==> src/rtl/gpu_arb_pkg.sv <==
// Shared types for the GPU host-port arbiters: requester id width and read tag.
package gpu_arb_pkg;

    localparam int unsigned MAX_REQ = 4;
    localparam int unsigned ID_W    = $clog2(MAX_REQ);

    // Read-return tag carried down the latency pipe alongside each issued access
    typedef struct packed {
        logic            valid;
        logic [ID_W-1:0] id;
    } rd_tag_t;

endpackage

==> src/rtl/rr_pick.sv <==
// Combinational round-robin picker: first eligible index after last_i, wrapping.
module rr_pick
    import gpu_arb_pkg::*;
#(
    parameter int unsigned N = 2
) (
    input  logic [N-1:0]    elig_i,
    input  logic [ID_W-1:0] last_i,
    output logic [N-1:0]    win_oh_c_o,
    output logic [ID_W-1:0] win_idx_c_o,
    output logic            win_vld_c_o
);

    // Walk priority positions last+1 .. last+N; the first eligible one wins
    always_comb begin
        win_oh_c_o  = '0;
        win_idx_c_o = '0;
        win_vld_c_o = 1'b0;
        for (int unsigned k = 1; k <= N; k++) begin
            for (int unsigned i = 0; i < N; i++) begin
                if (!win_vld_c_o && elig_i[i] && (i == (32'(last_i) + k) % N)) begin
                    win_oh_c_o[i] = 1'b1;
                    win_idx_c_o   = ID_W'(i);
                    win_vld_c_o   = 1'b1;
                end
            end
        end
    end

endmodule

==> src/rtl/gpu_host_port_arbiter.sv <==
// Round-robin arbiter sharing the gpu_RAM host port between NUM_REQ requesters,
// with tagged, fixed-latency read return.
module gpu_host_port_arbiter
    import gpu_arb_pkg::*;
#(
    parameter int unsigned NUM_REQ      = 2,
    parameter int unsigned READ_LATENCY = 2,
    parameter int unsigned ADDR_W       = 20
) (
    input  logic                      clk,
    input  logic                      rst_n,
    input  logic [NUM_REQ-1:0]        req_in,
    input  logic [NUM_REQ-1:0]        wr_in,
    input  logic [NUM_REQ*ADDR_W-1:0] addr_in,
    input  logic [NUM_REQ*8-1:0]      wdata_in,
    output logic [NUM_REQ-1:0]        gnt_out,
    output logic [NUM_REQ-1:0]        rd_valid_out,
    output logic [7:0]                rd_data_out,
    output logic                      ram_wr_ena,
    output logic [ADDR_W-1:0]         ram_addr,
    output logic [7:0]                ram_wr_data,
    input  logic [7:0]                ram_rd_data
);

    localparam int unsigned TAG_STAGES = READ_LATENCY + 1;

    logic [NUM_REQ-1:0] elig_c;
    logic [NUM_REQ-1:0] win_oh_c;
    logic [ID_W-1:0]    win_idx_c;
    logic               win_vld_c;
    logic [ADDR_W-1:0]  win_addr_c;
    logic [7:0]         win_wdata_c;
    logic               win_wr_c;

    logic [NUM_REQ-1:0] gnt_q, gnt_d;
    logic [NUM_REQ-1:0] rd_valid_q, rd_valid_d;
    logic [7:0]         rd_data_q, rd_data_d;
    logic [ID_W-1:0]    last_q, last_d;
    logic               wr_ena_q, wr_ena_d;
    logic [ADDR_W-1:0]  addr_q, addr_d;
    logic [7:0]         wdata_q, wdata_d;
    rd_tag_t            tag_q [TAG_STAGES];
    rd_tag_t            tag_d [TAG_STAGES];

    // Last cycle's grantee is still showing its old request, so keep it out
    assign elig_c = req_in & ~gnt_q;

    rr_pick #(
        .N (NUM_REQ)
    ) u_rr_pick (
        .elig_i      (elig_c),
        .last_i      (last_q),
        .win_oh_c_o  (win_oh_c),
        .win_idx_c_o (win_idx_c),
        .win_vld_c_o (win_vld_c)
    );

    // One-hot payload mux selecting the winner's address, data and direction
    always_comb begin
        win_addr_c  = '0;
        win_wdata_c = '0;
        win_wr_c    = 1'b0;
        for (int unsigned i = 0; i < NUM_REQ; i++) begin
            if (win_oh_c[i]) begin
                win_addr_c  = win_addr_c  | addr_in[i*ADDR_W +: ADDR_W];
                win_wdata_c = win_wdata_c | wdata_in[i*8 +: 8];
                win_wr_c    = win_wr_c    | wr_in[i];
            end
        end
    end

    // Next-state for the issue side, tag pipe and read-return side
    always_comb begin
        gnt_d      = win_oh_c;
        last_d     = win_vld_c ? win_idx_c   : last_q;
        addr_d     = win_vld_c ? win_addr_c  : addr_q;
        wdata_d    = win_vld_c ? win_wdata_c : wdata_q;
        wr_ena_d   = win_vld_c & win_wr_c;

        tag_d[0].valid = win_vld_c & ~win_wr_c;
        tag_d[0].id    = win_idx_c;
        for (int unsigned s = 1; s < TAG_STAGES; s++) begin
            tag_d[s] = tag_q[s-1];
        end

        rd_valid_d = '0;
        rd_data_d  = rd_data_q;
        if (tag_q[READ_LATENCY].valid) begin
            rd_data_d = ram_rd_data;
            for (int unsigned i = 0; i < NUM_REQ; i++) begin
                if (tag_q[READ_LATENCY].id == ID_W'(i)) begin
                    rd_valid_d[i] = 1'b1;
                end
            end
        end
    end

    // State registers; reset also flushes in-flight read tags
    always_ff @(posedge clk or negedge rst_n) begin
        if (!rst_n) begin
            gnt_q      <= '0;
            rd_valid_q <= '0;
            rd_data_q  <= '0;
            last_q     <= ID_W'(NUM_REQ - 1);
            wr_ena_q   <= 1'b0;
            addr_q     <= '0;
            wdata_q    <= '0;
            for (int unsigned s = 0; s < TAG_STAGES; s++) begin
                tag_q[s] <= '0;
            end
        end else begin
            gnt_q      <= gnt_d;
            rd_valid_q <= rd_valid_d;
            rd_data_q  <= rd_data_d;
            last_q     <= last_d;
            wr_ena_q   <= wr_ena_d;
            addr_q     <= addr_d;
            wdata_q    <= wdata_d;
            for (int unsigned s = 0; s < TAG_STAGES; s++) begin
                tag_q[s] <= tag_d[s];
            end
        end
    end

    assign gnt_out      = gnt_q;
    assign rd_valid_out = rd_valid_q;
    assign rd_data_out  = rd_data_q;
    assign ram_wr_ena   = wr_ena_q;
    assign ram_addr     = addr_q;
    assign ram_wr_data  = wdata_q;

endmodule
==> config.mk <==
export PLATFORM = sky130hd
export DESIGN_NAME = gpu_host_port_arbiter
export DESIGN_NICKNAME = d
export VERILOG_FILES = /design/src/rtl/gpu_arb_pkg.sv /design/src/rtl/rr_pick.sv /design/src/rtl/gpu_host_port_arbiter.sv
export SDC_FILE = /design/constraint.sdc
export NUM_CORES = 1
export LEC_CHECK = 0
export CORE_ASPECT_RATIO = 0.6
export CORE_MARGIN = 2
export CORE_UTILIZATION = 55
export CTS_CLUSTER_DIAMETER = 100
export DETAILED_ROUTE_END_ITERATION = 6
export DONT_BUFFER_PORTS = 1
export PLACE_DENSITY = 0.77
export SETUP_SLACK_MARGIN = 0.02
export SLEW_MARGIN = 10
export SYNTH_ARGS = -nofsm -noshare
export SYNTH_HDL_FRONTEND = slang
export SYNTH_SLANG_ARGS = --single-unit
==> constraint.sdc <==
create_clock -name clk -period 1.21 [get_ports clk]
set_input_delay 0.242 -clock clk [delete_from_list [all_inputs] [get_ports clk]]
set_output_delay 0.242 -clock clk [all_outputs]
set_load 0.005 [all_outputs]
==> results.sh <==
export IMPL_worstPathArrival_ps=1610
export IMPL_root_buffer="clkbuf_8"
export IMPL_totalWireLength_mm=4.454
export IMPL_clkTransAtPathRegs_ps=80
export IMPL_grt_max_degree=49
export IMPL_fp_coreArea_mm2=0.003363
export IMPL_yosys_warnings=0
export IMPL_syn_avg_cell_area_um2=14.19
export IMPL_drt_pass1_iter_count=4
export IMPL_setup_viol=33
export IMPL_max_freq_mhz=725.4
export IMPL_grtUsageTotal_pct=22.02
export IMPL_violations="negative hold slack, negative setup slack"
export IMPL_ir_drop_v=0.001277
export IMPL_port_buffers=0
export IMPL_holdCritPathClass="primary input to async pin"
export IMPL_drt_iter0_markers=76
export IMPL_synth_top_family_by_area="compound AO/OA/AOI/OAI gates"
export IMPL_die_w_um=81.60
export IMPL_period_needed_ps=1379
export IMPL_dp_final_hpwl_mm=3.138
export IMPL_synth_fp_nets=210
export IMPL_post_route_period_util_pct=113.9
export IMPL_layout_drive_gt1_share_pct=45.45
export IMPL_synth_xor_area_share_pct=0
export IMPL_initial_core_util_pct=59.08
export IMPL_worstPathRequired_ps=1440
export IMPL_ys_seq_area_share_pct=60.52
export IMPL_synth_seq_cells=48
export IMPL_fillCellCount=231
export IMPL_antennaDiodeCount=0
export IMPL_synthMuxAreaShare_pct=4.534
export IMPL_cts_made_buffers=5
export IMPL_final_nets=223
export IMPL_clk_latency_ps=280
export IMPL_synth_area_mm2=0.001987
export IMPL_syn_inst=140
export IMPL_start_kind="flop"
export IMPL_routedWlPerCell_um=22.38
export IMPL_grt_pass1_wl_mm=6.575
export IMPL_vias=1265
export IMPL_drtAntennaViolNets=0
export IMPL_synthDistinctLibCells=21
export IMPL_clock_skew_final_ps=2.017
export IMPL_synth_compound_area_share_pct=17.25
export IMPL_overflow=0
export IMPL_antenna_found_initial=0
export IMPL_powerDensity_mw_per_mm2=1935
export IMPL_p_leak_uw=0.0009605
export IMPL_cts_tree="yes"
export IMPL_slew_headroom_pct=75.39
export IMPL_syn_to_final_growth_pct=14.92
export IMPL_post_route_drc_count=0
export IMPL_ctsHtreeMaxLevel=2
export IMPL_crit_fanout=12
export IMPL_die_y_um=50.56
export IMPL_grt_pass1_vias=1274
export IMPL_worstSetupPathType="flop to flop"
export IMPL_outcome="finished with violations"
export IMPL_ios=111
export IMPL_design_area_mm2=0.002283
export IMPL_rsz0062_at_grt="true"
export IMPL_hold_viol=48
export IMPL_maxCapViolations=0
export IMPL_vias_per_cell=6.357
export IMPL_clockBufferDepth=2
export IMPL_synthSimpleGateAreaFrac_pct=11.65
export IMPL_finalSetupTns_ps=-4496
export IMPL_place_congestion=0.7255
export IMPL_cts_sinks=48
export IMPL_drv_slew=0
export IMPL_synth_fa_ha_area_share_pct=0
export IMPL_critPathCaptureType="flop"
export IMPL_tightest_slew_ps=369.1
export IMPL_worst_slack_ps=-168.6
export IMPL_die_area_mm2=0.004125
export IMPL_dpl_instance_area_mm2=0.002071
export IMPL_holdWs_ps=-361.0
export IMPL_rows=16
export IMPL_reg2reg_slack_ps=-170
## synth_stat cells, drive strengths merged
master   n  area share [%]
dfrtp   47              59
o221a   28              16
or3     28             8.8
buf     10             4.6
mux2     8             4.5
inv      4            0.88
clkbuf   3            0.57
nor2b    3             1.1
a21o     1            0.38
a22o     1            0.44
and2     1            0.32
dfstp    1             1.3
nand2    1            0.57
nand2b   1            0.32
o21ai    1            0.25
o22ai    1            0.32
or3b     1            0.57
## routing by layer
layer	wire length, µm	GRT usage [%]
met3	364	7.374
met2	2139	35.93
met5	0	0
met4	24	3.333
met1	1926	29.52
## layout by cell type (no fill, tap or decap), drive strengths merged, types with 3 or more instances in the layout
| cell | n |
|---|---|
| o221a | 28 |
| buf | 18 |
| clkbuf | 6 |
| dfrtp | 47 |
| nor2b | 3 |
| inv | 4 |
| or3 | 28 |
| mux2 | 8 |
## metrics by stage
step	power [µW]	setup slack [ps]	instances	util [%]	hold WS, ps
detailed placement	3215	-145.8	186	61.57	-53.03
global placement	3136	-93.72	186	61.57	-52.92
global route	4656	-198.3	199	67.89	-389.1
CTS	4417	-131.0	197	66.82	-370.5
floorplan	2947	-81.08	140	-	-53.59
finish	4418	-168.6	199	67.89	-361.0
## repair_timing
item | 4_1_cts | 5_1_grt
pin swaps | 0 | 1
endpoints found under the hold margin | 48 | 48
endpoints found under the setup margin | 33 | 33
cloned | 1 | 1
gates resized for setup | 7 | 1
setup buffers | 2 | 1
## report_power, final
part | leakage [µW] | switching [µW] | total, µW | internal (µW)
clock network | 0.0000541 | 504 | 1120 | 611
logic | 0.000352 | 378 | 993 | 615
registers | 0.000555 | 308 | 2310 | 2000
## worst max-delay path, stage by stage (launching register included)
cell	delay (ps)
dfrtp_1	420
or3b_4	430
nand2_4	120
clkbuf_16	180
o221a_2	190
## area by class of cell
type	instances	area, µm²	area share [%]
inverters	4	17.52	0.7671
repair buffers	19	216.5	9.479
flip-flops and latches	48	1202	52.66
well taps	45	56.30	2.466
multi-input cells	75	679.4	29.75
clock inverters	3	42.54	1.863
clock buffers	5	68.82	3.014
## kinds of logic after synthesis
group                  after synthesis
AO/OA/AOI/OAI                       32
buffers and inverters               17
flip-flops                          48
multiplexers                         8
AND/OR/NAND/NOR                     35
## flip-flops by register name, summed over array words and instances, names as in the netlist
signal	count
last_q	1
ram_wr_data	8
gnt_out	2
tag_q	2
ram_addr	20
rd_valid_out	2
ram_wr_ena	1
rd_data_out	8
tag_d	4
## worst paths after layout
path | startpoint | endpoint | depth (start not counted)
worst max-delay path | gnt_out[1]$_DFF_PN0_ | ram_addr[18]$_DFFE_PN0P_ | 4
worst min-delay path | rst_n | rd_data_out[6]$_DFFE_PN0P_ | 0
worst max register to register | gnt_out[1]$_DFF_PN0_ | ram_addr[18]$_DFFE_PN0P_ | 4
worst min register to register | tag_d[5]$_DFF_PN0_ | tag_d[2]$_DFF_PN0_ | 0
max in group asynchronous | rst_n | last_q[0]$_DFFE_PN1P_ | 0
min in group clk | wr_in[0] | tag_d[5]$_DFF_PN0_ | 1
(Power assumes the default switching activity.)
